`config.mk`:
```
export PLATFORM = sky130hd
export DESIGN_NAME = fft_result_reader
export DESIGN_NICKNAME = d
export VERILOG_FILES = /design/src/rtl/fft_pkg.sv /design/src/rtl/reindex_bits.sv /design/src/rtl/fft_result_reader.sv
export SDC_FILE = /design/constraint.sdc
export NUM_CORES = 2
export LEC_CHECK = 0
export CELL_PAD_IN_SITES_DETAIL_PLACEMENT = 1
export CELL_PAD_IN_SITES_GLOBAL_PLACEMENT = 1
export CORE_MARGIN = 5
export CORE_UTILIZATION = 50
export CTS_CLUSTER_DIAMETER = 60
export DETAILED_ROUTE_END_ITERATION = 16
export PLACE_DENSITY = 0.88
export SETUP_SLACK_MARGIN = 0.4
export SLEW_MARGIN = 0
export SYNTH_ARGS = -nofsm -noshare
export SYNTH_HDL_FRONTEND = slang
export SYNTH_SLANG_ARGS = --single-unit
```
`constraint.sdc`:
```
create_clock -name clk -period 7 [get_ports clk]
set_input_delay 1.75 -clock clk [delete_from_list [all_inputs] [get_ports clk]]
set_output_delay 1.75 -clock clk [all_outputs]
set_load 0.02 [all_outputs]
```
`src/rtl/fft_pkg.sv`:
```
// Shared constants and types for the FFT result readout path.
package fft_pkg;

  localparam int bit_width = 16;
  localparam int L         = 9;
  localparam int N         = 1 << L;

  typedef struct packed {
    logic signed [bit_width-1:0] re;
    logic signed [bit_width-1:0] im;
  } complex_t;

  typedef enum logic [1:0] {
    ST_IDLE  = 2'd0,
    ST_READ  = 2'd1,
    ST_DRAIN = 2'd2
  } rd_state_t;

endpackage

```
`src/rtl/reindex_bits.sv`:
```
// L-bit bit reversal: maps a natural-order bin number to its RAM address.
module reindex_bits #(
  parameter int L = 9
) (
  input  logic [L-1:0] i_bits,
  output logic [L-1:0] o_bits
);

  // Mirror the bit order of the input index.
  always_comb begin
    o_bits = '0;
    for (int i = 0; i < L; i++) begin
      o_bits[i] = i_bits[L-1-i];
    end
  end

endmodule

```
`src/rtl/fft_result_reader.sv`:
```
// Streams one FFT frame out of the bit-reversed result RAM in natural order,
// with a 2-entry output FIFO and a registered |X|^2 alongside each bin.
module fft_result_reader #(
  parameter int bit_width = fft_pkg::bit_width,
  parameter int L         = fft_pkg::L
) (
  input  logic                   clk,
  input  logic                   reset,
  input  logic                   start,
  output logic [L-1:0]           ram_addr,
  input  logic [2*bit_width-1:0] ram_rd_data,
  output logic [2*bit_width-1:0] out_data,
  output logic [2*bit_width-1:0] out_mag,
  output logic [L-1:0]           out_index,
  output logic                   out_valid,
  input  logic                   out_ready,
  output logic                   busy,
  output logic                   done
);

  localparam logic [L-1:0] K_LAST = '1;

  // Full-precision squared magnitude; each square is non-negative and at
  // most 2^(2W-2), so the unsigned 2W-bit sum cannot overflow.
  function automatic logic [2*bit_width-1:0] f_mag(input logic [2*bit_width-1:0] w);
    logic signed [bit_width-1:0]   v_re;
    logic signed [bit_width-1:0]   v_im;
    logic signed [2*bit_width-1:0] v_re_sq;
    logic signed [2*bit_width-1:0] v_im_sq;
    v_re    = w[2*bit_width-1:bit_width];
    v_im    = w[bit_width-1:0];
    v_re_sq = (2*bit_width)'(v_re) * (2*bit_width)'(v_re);
    v_im_sq = (2*bit_width)'(v_im) * (2*bit_width)'(v_im);
    return unsigned'(v_re_sq) + unsigned'(v_im_sq);
  endfunction

  fft_pkg::rd_state_t r_state, w_state_nxt;

  logic [L-1:0]           r_k;
  logic [L-1:0]           w_rev;
  logic [L-1:0]           r_ram_addr;
  logic [L-1:0]           r_if_idx;
  logic                   r_inflight;
  logic [2*bit_width-1:0] r_fd [2];
  logic [2*bit_width-1:0] r_fm [2];
  logic [L-1:0]           r_fi [2];
  logic                   r_wp;
  logic                   r_rp;
  logic [1:0]             r_cnt;
  logic                   r_done;
  logic                   w_push;
  logic                   w_pop;
  logic                   w_issue;
  logic                   w_accept;
  logic                   w_space;
  logic                   w_last_pop;
  logic [2:0]             w_eff;

  reindex_bits #(.L(L)) u_reindex (
    .i_bits (r_k),
    .o_bits (w_rev)
  );

  assign out_valid  = (r_cnt != 2'd0);
  assign out_data   = r_fd[r_rp];
  assign out_mag    = r_fm[r_rp];
  assign out_index  = r_fi[r_rp];
  assign ram_addr   = r_ram_addr;
  assign busy       = (r_state != fft_pkg::ST_IDLE);
  assign done       = r_done;

  assign w_pop      = out_valid & out_ready;
  assign w_push     = r_inflight;
  assign w_last_pop = w_pop && (out_index == K_LAST);
  // Occupancy seen by a new read counts the slot freed by a same-cycle pop,
  // which is what lets the stream run at one bin per cycle with 2 entries.
  assign w_eff      = {1'b0, r_cnt} + {2'b00, r_inflight} - {2'b00, w_pop};
  assign w_space    = (w_eff < 3'd2);

  // State register.
  always_ff @(posedge clk or posedge reset) begin
    if (reset) r_state <= fft_pkg::ST_IDLE;
    else       r_state <= w_state_nxt;
  end

  // Next-state logic and read-issue decision.
  always_comb begin
    w_state_nxt = r_state;
    w_issue     = 1'b0;
    w_accept    = 1'b0;
    case (r_state)
      fft_pkg::ST_IDLE: begin
        if (start) begin
          w_accept    = 1'b1;
          w_state_nxt = fft_pkg::ST_READ;
        end
      end
      fft_pkg::ST_READ: begin
        if (w_space) begin
          w_issue = 1'b1;
          if (r_k == K_LAST) w_state_nxt = fft_pkg::ST_DRAIN;
        end
      end
      fft_pkg::ST_DRAIN: begin
        if (w_last_pop) w_state_nxt = fft_pkg::ST_IDLE;
      end
      default: w_state_nxt = fft_pkg::ST_IDLE;
    endcase
  end

  // Bin counter and RAM address; the counter stops at N-1 and the address
  // holds whenever no read is issued. Read data returns on the next edge.
  always_ff @(posedge clk or posedge reset) begin
    if (reset) begin
      r_k        <= '0;
      r_ram_addr <= '0;
      r_if_idx   <= '0;
      r_inflight <= 1'b0;
    end else begin
      r_inflight <= w_issue;
      if (w_accept) begin
        r_k <= '0;
      end else if (w_issue) begin
        r_ram_addr <= w_rev;
        r_if_idx   <= r_k;
        if (r_k != K_LAST) r_k <= r_k + 1'b1;
      end
    end
  end

  // Output FIFO: bin, magnitude and index are written together on return.
  always_ff @(posedge clk or posedge reset) begin
    if (reset) begin
      for (int i = 0; i < 2; i++) begin
        r_fd[i] <= '0;
        r_fm[i] <= '0;
        r_fi[i] <= '0;
      end
      r_wp  <= 1'b0;
      r_rp  <= 1'b0;
      r_cnt <= 2'd0;
    end else begin
      if (w_push) begin
        r_fd[r_wp] <= ram_rd_data;
        r_fm[r_wp] <= f_mag(ram_rd_data);
        r_fi[r_wp] <= r_if_idx;
        r_wp       <= ~r_wp;
      end
      if (w_pop) r_rp <= ~r_rp;
      case ({w_push, w_pop})
        2'b10:   r_cnt <= r_cnt + 2'd1;
        2'b01:   r_cnt <= r_cnt - 2'd1;
        default: r_cnt <= r_cnt;
      endcase
    end
  end

  // One-cycle completion pulse after the final bin is accepted.
  always_ff @(posedge clk or posedge reset) begin
    if (reset) r_done <= 1'b0;
    else       r_done <= w_last_pop;
  end

endmodule

```
==> results.json, run 1 <==
{
  "grt.total_usage_pct": 69.2,
  "pin_count": 121,
  "cts_root_buf": "clkbuf_16",
  "gp_congestion": 0.930,
  "first_global_vias": 33137,
  "clk_path_buf_depth": 2,
  "grt_max_degree": 108,
  "cts_made_buffers": 17,
  "syn_avg_cell_area_um2": 9.70,
  "status": "stopped before the end",
  "synth_seq_cells": 172,
  "ctsHoldBuffers": 0,
  "synth_edf_count": 0,
  "synth.cell_area_um2": 24900,
  "ys_top_cells_by_area": "fa_1 (42%), dfrtp_1 (17%), inv_1 (9.5%)",
  "rows": 81,
  "grt_pass1_wl_um": 260000,
  "syn_nets": 3276,
  "async_flop_share_pct": 100,
  "cts_num_sinks": 172,
  "cts_max_level": 4,
  "start_util_pct": 50.7,
  "yosys_warnings": 0,
  "die_y_um": 233,
  "ys_seq_area_share_pct": 17.3,
  "io_buffers": 120,
  "syn_inst": 2568,
  "grt_overflow_total": 106,
  "post-synth-top-area-cell": "fa_1",
  "synth.top_cell.area_share_pct": 41.9,
  "place_hpwl_um": 75600,
  "synth.most_common_cell": "inv_1",
  "ys_top_cells_by_count": "inv_1 (632), fa_1 (521), nand2_1 (442)",
  "stop_error": "[ERROR GRT-0116] Global routing finished with congestion. Check the congestion regions in the DRC Viewer.",
  "haltStage": "global routing",
  "ys.flop_type": "dfrtp_1",
  "ys_types": 51,
  "die_w_um": 233
}
## kinds of logic after synthesis
group           Yosys count  synth area share, %
xor+xnor                 67                 2.36
simple gates            672                 11.8
fa+ha+maj               672                 49.5
buf+inv                 728                 11.0
compound gates          174                 4.36
flops                   172                 17.3
other cells               1               0.0151
mux                      82                 3.70
## metal layers
metal / GRT overflow / global-route usage [%]
met1: 2 / 64.0
met2: 60 / 88.7
met3: 1 / 52.6
met4: 43 / 74.4
met5: 0 / 30.4
## metrics by stage
stage / setup TNS (ns) / util, % / instance area (µm²) / setup WS (ns) / std cells
CTS: -42.70 / 67.5 / 33200 / -1.26 / 3754
detailed placement: -92.01 / 60.2 / 29600 / -2.43 / 3564
global placement: -74.03 / 60.2 / 29600 / -1.88 / 3564
floorplan: -25.47 / - / 25600 / -0.947 / 2568
## repair_timing
item                                    4_1_cts
hold endpoints to repair                      0
pin swaps                                   257
cloned                                        7
gates resized for setup                     619
setup buffers                               153
endpoints found under the setup margin       52
==> run 2: changes to the inputs <==
- CELL_PAD_IN_SITES_DETAIL_PLACEMENT: 1 -> default
- CELL_PAD_IN_SITES_GLOBAL_PLACEMENT: 1 -> default
- CORE_UTILIZATION: 50 -> 40
- CTS_CLUSTER_DIAMETER: 60 -> default
- PLACE_DENSITY: 0.88 -> default
- PLACE_DENSITY_LB_ADDON: default -> 0.15
- SETUP_SLACK_MARGIN: 0.4 -> default
==> results.json, run 2 <==
{
  "status": "finished, violations left",
  "violations": "negative setup slack",
  "cts_max_level": 4,
  "fin_util_pct": 53.5,
  "layout_common_cells": "inv_1 (525), fa_1 (461), nand2_1 (382), buf_4 (295), dfrtp_1 (171)",
  "startpoint": "ram_rd_data[2]",
  "finalClockSkew_ns": 0.0147,
  "top_usage_layer": "met2",
  "setup_violations": 44,
  "firstDrtPassIters": 4,
  "vias": 18253,
  "slew_viol_final": 0,
  "slew_headroom_pct": 19.2,
  "ys.flop_type": "dfrtp_1",
  "async_flop_share_pct": 100,
  "rrSetupSlack_ns": 3.26,
  "syn_inst": 2568,
  "hold_path_class": "flop to flop",
  "post-synth-top-area-cell": "fa_1",
  "grt.total_usage_pct": 22.0,
  "grt_pass1_wl_um": 116000,
  "antenna_found_initial": 1,
  "ys_top_cells_by_count": "inv_1 (632), fa_1 (521), nand2_1 (442)",
  "die_area_um2": 67400,
  "die_y_um": 260,
  "timing.final.ws_setup_ns": -0.948,
  "yosys_warnings": 0,
  "drt_iter0_drc": 820,
  "die_w_um": 260,
  "worstPathArrival_ns": 8.22,
  "diodes": 0,
  "gr-usage-met3_pct": 3.34,
  "worst_skew_pair.late_latency_ns": 0.45,
  "fin_crit_sh_pct": 114,
  "critPathMaxFanout": 6,
  "nets": 3727,
  "grt_overflow_total": 0,
  "cts_made_buffers": 17,
  "worstReg2RegStart": "r_cnt[0]",
  "syn_nets": 3276,
  "gp_congestion": 0.889,
  "grt_max_degree": 100,
  "synth.top_cell.area_share_pct": 41.9,
  "slowest_delay_ns": 0.59,
  "via_per_inst": 4.72,
  "drc": 0,
  "synth.most_common_cell": "inv_1",
  "antenna_left": 0,
  "hp-start": "r_fi[5]",
  "end_kind": "flop",
  "max-cap-violations": 0,
  "slowest_stage": "fa_1",
  "avgRoutedWirePerCell_um": 18.4,
  "holdWs_ns": 0.472,
  "ys_top_cells_by_area": "fa_1 (42%), dfrtp_1 (17%), inv_1 (9.5%)",
  "largestRegisters": "r_fd: 64 flops, r_fm: 64 flops, r_fi: 18 flops",
  "cp_data_required_time_ns": 7.27,
  "cts_num_sinks": 172,
  "worst_pin_slew_ns": 1.21,
  "path_buf_inv": 11,
  "synthToLayoutAreaGrowth_pct": 32.5,
  "synth.cell_area_um2": 24900,
  "layout_commonest_cell": "inv_1",
  "regToRegEndpoint": "r_k[7]",
  "ys_types": 51,
  "finalCriticalPeriod_ns": 7.95,
  "cts.clk_slew.worst_paths_ns": 0.08,
  "syn_avg_cell_area_um2": 9.70,
  "critPathMostFrequentCell": "fa_1",
  "drt-total-wl_um": 71100,
  "cts_tree": "done",
  "start_util_pct": 40.4,
  "hold_path_end": "r_fi[5]",
  "crit_family": "adder cells",
  "ctsHoldBuffers": 0,
  "cp-start-kind": "input port",
  "first_global_vias": 21051,
  "synth_seq_cells": 172,
  "io_buffers": 120,
  "hold_depth": 2,
  "cts_root_buf": "clkbuf_16",
  "place_hpwl_um": 55700,
  "grt_use_met1_pct": 28.6,
  "reg2reg_depth": 13,
  "fmaxAchievable_ghz": 0.126,
  "pin_count": 121,
  "core_um2": 61700,
  "rsz0062_at_grt": "true",
  "worstSetupPathType": "input port to flop",
  "hold_viol": 0,
  "use_met2_pct": 38.5,
  "rows": 91,
  "ys_seq_area_share_pct": 17.3,
  "clk_path_buf_depth": 2,
  "drive_above_1_share_pct": 31.6,
  "synth_edf_count": 0
}
==> run 2: metal layers <==
metal	wire length (µm)	share of wire, %
met2	36200	51
met5	0	0
met1	29800	42
met3	2660	3.7
met4	2380	3.4
==> run 2: layout make-up <==
| type | count | area, µm² |
|---|---|---|
| fillers | 5535 | 28700 |
| repair buffers | 526 | 5140 |
| clock buffers | 18 | 439 |
| flip-flops and latches | 172 | 4310 |
| clock inverters | 14 | 175 |
| inverters | 634 | 2410 |
| well taps | 837 | 1050 |
| multi-input cells | 1668 | 19500 |
==> run 2: worst max path at each step <==
stage	to	cells after the start
after floorplan	r_fm[63]	25
after global placement	r_fm[55]	25
after detailed placement	r_fm[55]	25
after CTS	r_fm[63]	26
after global routing	r_fm[63]	25
final	r_fm[61]	28
==> run 2: kinds of logic (layout without fill, tap and decap cells) <==
kind of cell             after synthesis  in the layout  share of synthesized area [%]
buffers and inverters                728           1192                           11.0
adder cells (fa/ha/maj)              672            672                           49.5
AND/OR/NAND/NOR                      672            672                           11.8
AO/OA/AOI/OAI                        174            174                           4.36
flip-flops                           172            172                           17.3
multiplexers                          82             82                           3.70
XOR/XNOR                              67             67                           2.36
other                                  1              1                         0.0151
==> run 2: repair_timing <==
action / CTS / global route
pin swaps: 193 / 157
endpoints found under the setup margin: 48 / 46
gates cloned: 7 / 0
buffers inserted: 102 / 20
gates resized for setup: 446 / 226
==> run 2: per-stage QoR <==
| step | worst slack [ns] | cell area [µm²] | cells | setup TNS (ns) |
|---|---|---|---|---|
| final | -0.948 | 33000 | 3869 | -27.22 |
| after global routing | -1.12 | 33000 | 3869 | -36.03 |
| after CTS | -1.07 | 32500 | 3865 | -30.35 |
| after detailed placement | -1.95 | 29800 | 3726 | -74.74 |
| after global placement | -1.90 | 29800 | 3726 | -72.23 |
| after floorplan | -0.947 | 25600 | 2568 | -25.43 |
==> run 2: worst register-to-register path, stage by stage (launching register included) <==
cell and delay [ns]:
dfrtp_1 0.43, or2_2 0.32, nand2_1 0.11, inv_1 0.08, ha_1 0.26, nand2b_1 0.16
fa_1 0.41, xnor2_1 0.23, nand3_1 0.44, nor2_1 0.53, and4_1 0.33, nand3_1 0.11
xor2_1 0.15, nor2_1 0.05
Power of run 2 is left out: the tool's default activity adds up to more than one toggle a clock period on the data nets, which glitch-free logic cannot reach.
